### src/rtl/countdown_pkg.sv
// Shared types and helpers for the game round BCD countdown.
package countdown_pkg;

  localparam int BCD_W = 4;
  localparam logic [BCD_W-1:0] BCD_MAX = 4'd9;

  typedef enum logic [1:0] {
    IDLE    = 2'd0,
    RUN     = 2'd1,
    PAUSE   = 2'd2,
    EXPIRED = 2'd3
  } countdownState_e;

  function automatic logic [BCD_W-1:0] clampBcd(input logic [BCD_W-1:0] d);
    return (d > BCD_MAX) ? BCD_MAX : d;
  endfunction

endpackage

### src/rtl/bcd_down_digit.sv
// One loadable BCD down-counting digit; chained via borrowIn/borrowOut.
module bcd_down_digit
  import countdown_pkg::*;
#(
  parameter logic [BCD_W-1:0] RESET_VAL = '0
) (
  input  logic             clk,
  input  logic             rst,
  input  logic             load,
  input  logic [BCD_W-1:0] loadValue,
  input  logic             dec,
  input  logic             borrowIn,
  output logic [BCD_W-1:0] digit,
  output logic             borrowOut
);

  assign borrowOut = (digit == '0) && borrowIn;

  always_ff @(posedge clk or posedge rst) begin
    if (rst) begin
      digit <= RESET_VAL;
    end else if (load) begin
      digit <= clampBcd(loadValue);
    end else if (dec && borrowIn) begin
      digit <= (digit == '0) ? BCD_MAX : digit - 4'd1;
    end
  end

endmodule

### src/rtl/game_countdown_timer.sv
// Game round countdown (tens.ones.tenths BCD) driven by the 100 ms strobe.
// Optional low-time warning output enabled by defining COUNTDOWN_WARN_EN.
module game_countdown_timer
  import countdown_pkg::*;
#(
  parameter int DEFAULT_TENS = 6,
  parameter int DEFAULT_ONES = 0,
  parameter int WARN_SECONDS = 10
) (
  input  logic             clk,
  input  logic             rst,
  input  logic             HundredmsTimeout,
  input  logic             load,
  input  logic [BCD_W-1:0] load_tens,
  input  logic [BCD_W-1:0] load_ones,
  input  logic             start,
  input  logic             pause,
  output logic             timer_enable,
  output logic [BCD_W-1:0] secs_tens,
  output logic [BCD_W-1:0] secs_ones,
  output logic [BCD_W-1:0] tenths,
  output logic             running,
  output logic             expired,
  output logic             expired_pulse,
  output logic             warn
);

  countdownState_e state, nextState;

  logic tenthsBorrow, onesBorrow, isZero;
  logic isOne, tickRun, decEn;

  if (WARN_SECONDS < 1 || WARN_SECONDS > 99) begin : gBadWarnSeconds
    $error("WARN_SECONDS must be in 1..99");
  end

  // Tens borrow-out with a constant borrow-in at tenths means the value is 00.0.
  assign isOne   = (secs_tens == '0) && (secs_ones == '0) && (tenths == 4'd1);
  assign tickRun = (state == RUN) && HundredmsTimeout && !load;
  assign decEn   = tickRun && !isZero;

  bcd_down_digit #(.RESET_VAL(4'd0)) uTenths (
    .clk(clk), .rst(rst), .load(load), .loadValue(4'd0), .dec(decEn),
    .borrowIn(1'b1), .digit(tenths), .borrowOut(tenthsBorrow)
  );

  bcd_down_digit #(.RESET_VAL(clampBcd(4'(DEFAULT_ONES)))) uOnes (
    .clk(clk), .rst(rst), .load(load), .loadValue(load_ones), .dec(decEn),
    .borrowIn(tenthsBorrow), .digit(secs_ones), .borrowOut(onesBorrow)
  );

  bcd_down_digit #(.RESET_VAL(clampBcd(4'(DEFAULT_TENS)))) uTens (
    .clk(clk), .rst(rst), .load(load), .loadValue(load_tens), .dec(decEn),
    .borrowIn(onesBorrow), .digit(secs_tens), .borrowOut(isZero)
  );

  always_ff @(posedge clk or posedge rst) begin
    if (rst) state <= IDLE;
    else     state <= nextState;
  end

  always_comb begin
    nextState = state;
    if (load) begin
      nextState = IDLE;
    end else begin
      case (state)
        IDLE:    if (start && !isZero) nextState = RUN;
        RUN: begin
          if (tickRun && isOne) nextState = EXPIRED;
          else if (pause)       nextState = PAUSE;
        end
        PAUSE:   if (start && !pause) nextState = RUN;
        EXPIRED: nextState = EXPIRED;
        default: nextState = IDLE;
      endcase
    end
  end

  // Status flags are registered from nextState so they line up with the state register.
  always_ff @(posedge clk or posedge rst) begin
    if (rst) begin
      timer_enable  <= 1'b0;
      running       <= 1'b0;
      expired       <= 1'b0;
      expired_pulse <= 1'b0;
    end else begin
      timer_enable  <= (nextState == RUN);
      running       <= (nextState == RUN);
      expired       <= (nextState == EXPIRED);
      expired_pulse <= (nextState == EXPIRED) && (state != EXPIRED);
    end
  end

`ifdef COUNTDOWN_WARN_EN
  logic [6:0] secsNow, secsNext;
  logic       warnNext;

  assign secsNow  = 7'(secs_tens) * 7'd10 + 7'(secs_ones);
  // Look at the post-decrement seconds so warn tracks the digits without lag.
  assign secsNext = (decEn && tenths == '0) ? secsNow - 7'd1 : secsNow;
  assign warnNext = ((nextState == RUN) || (nextState == PAUSE)) &&
                    (secsNext < 7'(WARN_SECONDS));

  always_ff @(posedge clk or posedge rst) begin
    if (rst) warn <= 1'b0;
    else     warn <= warnNext;
  end
`else
  assign warn = 1'b0;
`endif

endmodule

### config.mk
export PLATFORM = sky130hd
export DESIGN_NAME = game_countdown_timer
export DESIGN_NICKNAME = d
export VERILOG_FILES = /design/src/rtl/countdown_pkg.sv /design/src/rtl/bcd_down_digit.sv /design/src/rtl/game_countdown_timer.sv
export SDC_FILE = /design/constraint.sdc
export NUM_CORES = 1
export LEC_CHECK = 0
export ABC_AREA = 1
export CAP_MARGIN = 20
export CELL_PAD_IN_SITES_DETAIL_PLACEMENT = 2
export CELL_PAD_IN_SITES_GLOBAL_PLACEMENT = 2
export CORE_MARGIN = 1.5
export CORE_UTILIZATION = 25
export DETAILED_ROUTE_END_ITERATION = 7
export GPL_TIMING_DRIVEN = 0
export PLACE_DENSITY_LB_ADDON = 0.08
export SKIP_LAST_GASP = 1
export SLEW_MARGIN = 20
export SYNTH_ARGS = -nofsm -noshare
export SYNTH_HDL_FRONTEND = slang
export SYNTH_SLANG_ARGS = --single-unit
### constraint.sdc
create_clock -name clk -period 2.25 [get_ports clk]
set_clock_uncertainty 0.2 [all_clocks]
set_input_delay 0.3375 -clock clk [delete_from_list [all_inputs] [get_ports clk]]
set_output_delay 0.3375 -clock clk [all_outputs]
set_load 0.05 [all_outputs]
==> reports/metrics.csv <==
metric,value,unit
status,finished clean,
synthesized area,1050,µm²
drt total wl,3020,µm
GR Overflow Total,0,
required time worst endpoint,1710,ps
Num CTS Buffers,3,
RSZ-0062 raised after global routing,false,
setup violators final,0,
MaxCap Viol Count,0,
area delta synth->final,38.1,%
critical path cell sequence,clkdlybuf4s50_1,
power density over cell area,948,nW/µm²
number of distinct library cells after synthesis,27,
first-pass GRT wire length,4940,µm
most frequent cells in the layout,"nand2_1, clkdlybuf4s50_1, dfrtp_1",
Clock Sinks,17,
Top delay family on crit path,buffers and inverters,
Avg Inst Size Synth,7.54,µm²
Die X,67.8,µm
Relative slew margins,53.8,%
WL per Instance,13.6,µm
fin cells,222,
Clock Path Buffers,2,
HP Class,in2async,
Worst-Skew Late Latency,260,ps
dpl cells,218,
Final HPWL DP,2420,µm
Buffers & Inverters on Critical Path,1,
# IOs,31,
initial antenna violation count,0,
reg2reg setup slack,450,ps
startpoint type of the worst setup path,register,
Site Rows,23,
global placement routability congestion,0.739,
CTS tree,done,
hold buffers post-CTS,0,
min Tclk post-route,2170,ps
I/O Buffers,29,
worst-margin pin slew,692,ps
biggest area consumer among synthesized cells,dfrtp_1,
number of global-route vias before repair,1039,
post-synthesis sequential area ratio,40.8,%
Post-DP Area,1400,µm²
Leak,0.000638,µW
Iter 0 DRT Violations,20,
core area,4030,µm²
# H-tree levels,1,
CP max stage delay,810,ps
post-CTS setup buffers,0,
layout cells sized above 1,15.7,%
Final Hold Fails,0,
"CTS clk-pin slew, worst paths",80,ps
synthesis warning total,0,
total negative slack,0,ps
Seq cells post-synth,17,
Overall Global Routing Usage,14.5,%
root buffer cell,clkbuf_8,
dominant cells by area after synthesis,"dfrtp_1, nand2_1, dfstp_2",
Detailed Routing Iterations Pass 1,4,
"Slowest-stage cell, CP",clkdlybuf4s50_1,
Multi-input gate area,536,µm²
R2R Path Start,uTenths.digit[0],
syn_nets,155,
total number of vias,1027,
cts repair resizes,0,
Final Max Tran Viols,0,
Nets,189,
Fill cells,492,
CP arrival,1640,ps
reg2reg path depth,9,
# diodes,0,
via/cell ratio,4.63,
RR Endpoint,uOnes.digit[2],
post-route cell area,1450,µm²
CP max FO,5,
maximum clock frequency,460,MHz
Sequential Area,428,µm²
top cell type's share of synthesized area,35.8,%
"antenna viol nets, final",0,
worst setup path category,reg2out,
maximum VDD drop,0.000379,V
initial core utilization,26.0,%
Post-Syn Instances,139,
die area,4590,µm²
largest net degree at the start of global routing,18,
CP Capture Type,output port,
"most common cell after layout, fill and taps aside",nand2_1,
Residual DRC,0,
period utilization,96.6,%
die height,67.8,µm
==> flip-flops by register name, indices dropped and copies added, names as in the netlist <==
signal	cells
running	1
uOnes.digit	4
uTenths.digit	4
expired	1
expired_pulse	1
uTens.digit	4
state	2
==> per-layer routing <==
metal  vias to the layer above  track usage, %  wire length, µm
li1                        515               -                -
met1                       491            19.4             1430
met3                         2            2.00               86
met4                         0            3.83               14
met5                         -               0                0
met2                        19            24.4             1490
==> worst register-to-register path, delay by kind of cell (launching register included) <==
kind	cells	cell delay (ps)
fa+ha+maj	1	250
flops	1	400
compound gates	2	340
buf+inv	1	90
simple gates	5	440
==> how the worst max path moves through the flow <==
stage / end / from / slack (ps) / cells after the start
finish: secs_tens[2] / uTens.digit[2] / 80 / 1
global route: secs_tens[2] / uTens.digit[2] / 30 / 1
detailed placement: uTens.digit[3] / load / 140 / 8
global placement: uTens.digit[3] / load / 150 / 8
floorplan: uOnes.digit[3] / uTenths.digit[0] / 330 / 8
CTS: secs_tens[2] / uTens.digit[2] / 60 / 1
==> synth_stat cells <==
cell type  count
inv_2          3
dfrtp_1       15
nand3_1        9
a21oi_1        6
nor2_4         3
buf_4          2
nor4_1         1
nor2_1        13
nand2_2        4
a21oi_2        1
ha_1           2
conb_1         1
o21ai_0        7
xor2_1         1
buf_2          2
o21ai_2        2
o211ai_1       1
o22ai_1        2
o31ai_1        1
o21ai_1        5
nand2_4        2
dfstp_2        2
nor3_1         5
nand2_1       32
a22oi_1        2
nor2_2         2
inv_1         13
==> where the power goes <==
part	total, µW	internal [µW]	switching [µW]
clock	245	123	121
combinational	681	233	449
sequential	447	370	77.0
total	1370	726	647
==> cell families after synthesis <==
family | after synthesis | share of synthesized area, %
AND/OR/NAND/NOR | 71 | 32.3
flip-flops | 17 | 40.8
adder cells (fa/ha/maj) | 2 | 2.39
XOR/XNOR | 1 | 0.835
AO/OA/AOI/OAI | 27 | 15.2
buffers and inverters | 20 | 8.11
other | 1 | 0.358
==> metrics by stage <==
| step | utilization, % | setup WS [ps] | power, µW | hold slack, ps |
|---|---|---|---|---|
| 2_1_floorplan | - | 327 | 919 | 62.1 |
| 3_3_place_gp | 34.8 | 147 | 1130 | 281 |
| 3_5_place_dp | 34.8 | 144 | 1150 | 295 |
| 4_1_cts | 35.9 | 63.6 | 1400 | 309 |
| 5_1_grt | 35.9 | 29.1 | 1470 | 334 |
| 6_report | 35.9 | 76.5 | 1370 | 280 |
==> layout make-up <==
class | count | area share (%)
inverters | 16 | 4.15
clock buffers | 3 | 2.85
flip-flops and latches | 17 | 29.6
well taps | 50 | 4.32
clock inverters | 1 | 0.346
multi-input cells | 102 | 37.0
repair buffers | 29 | 20.1
plain buffers | 4 | 1.73
Note: power is estimated with default switching activity, not from simulation.
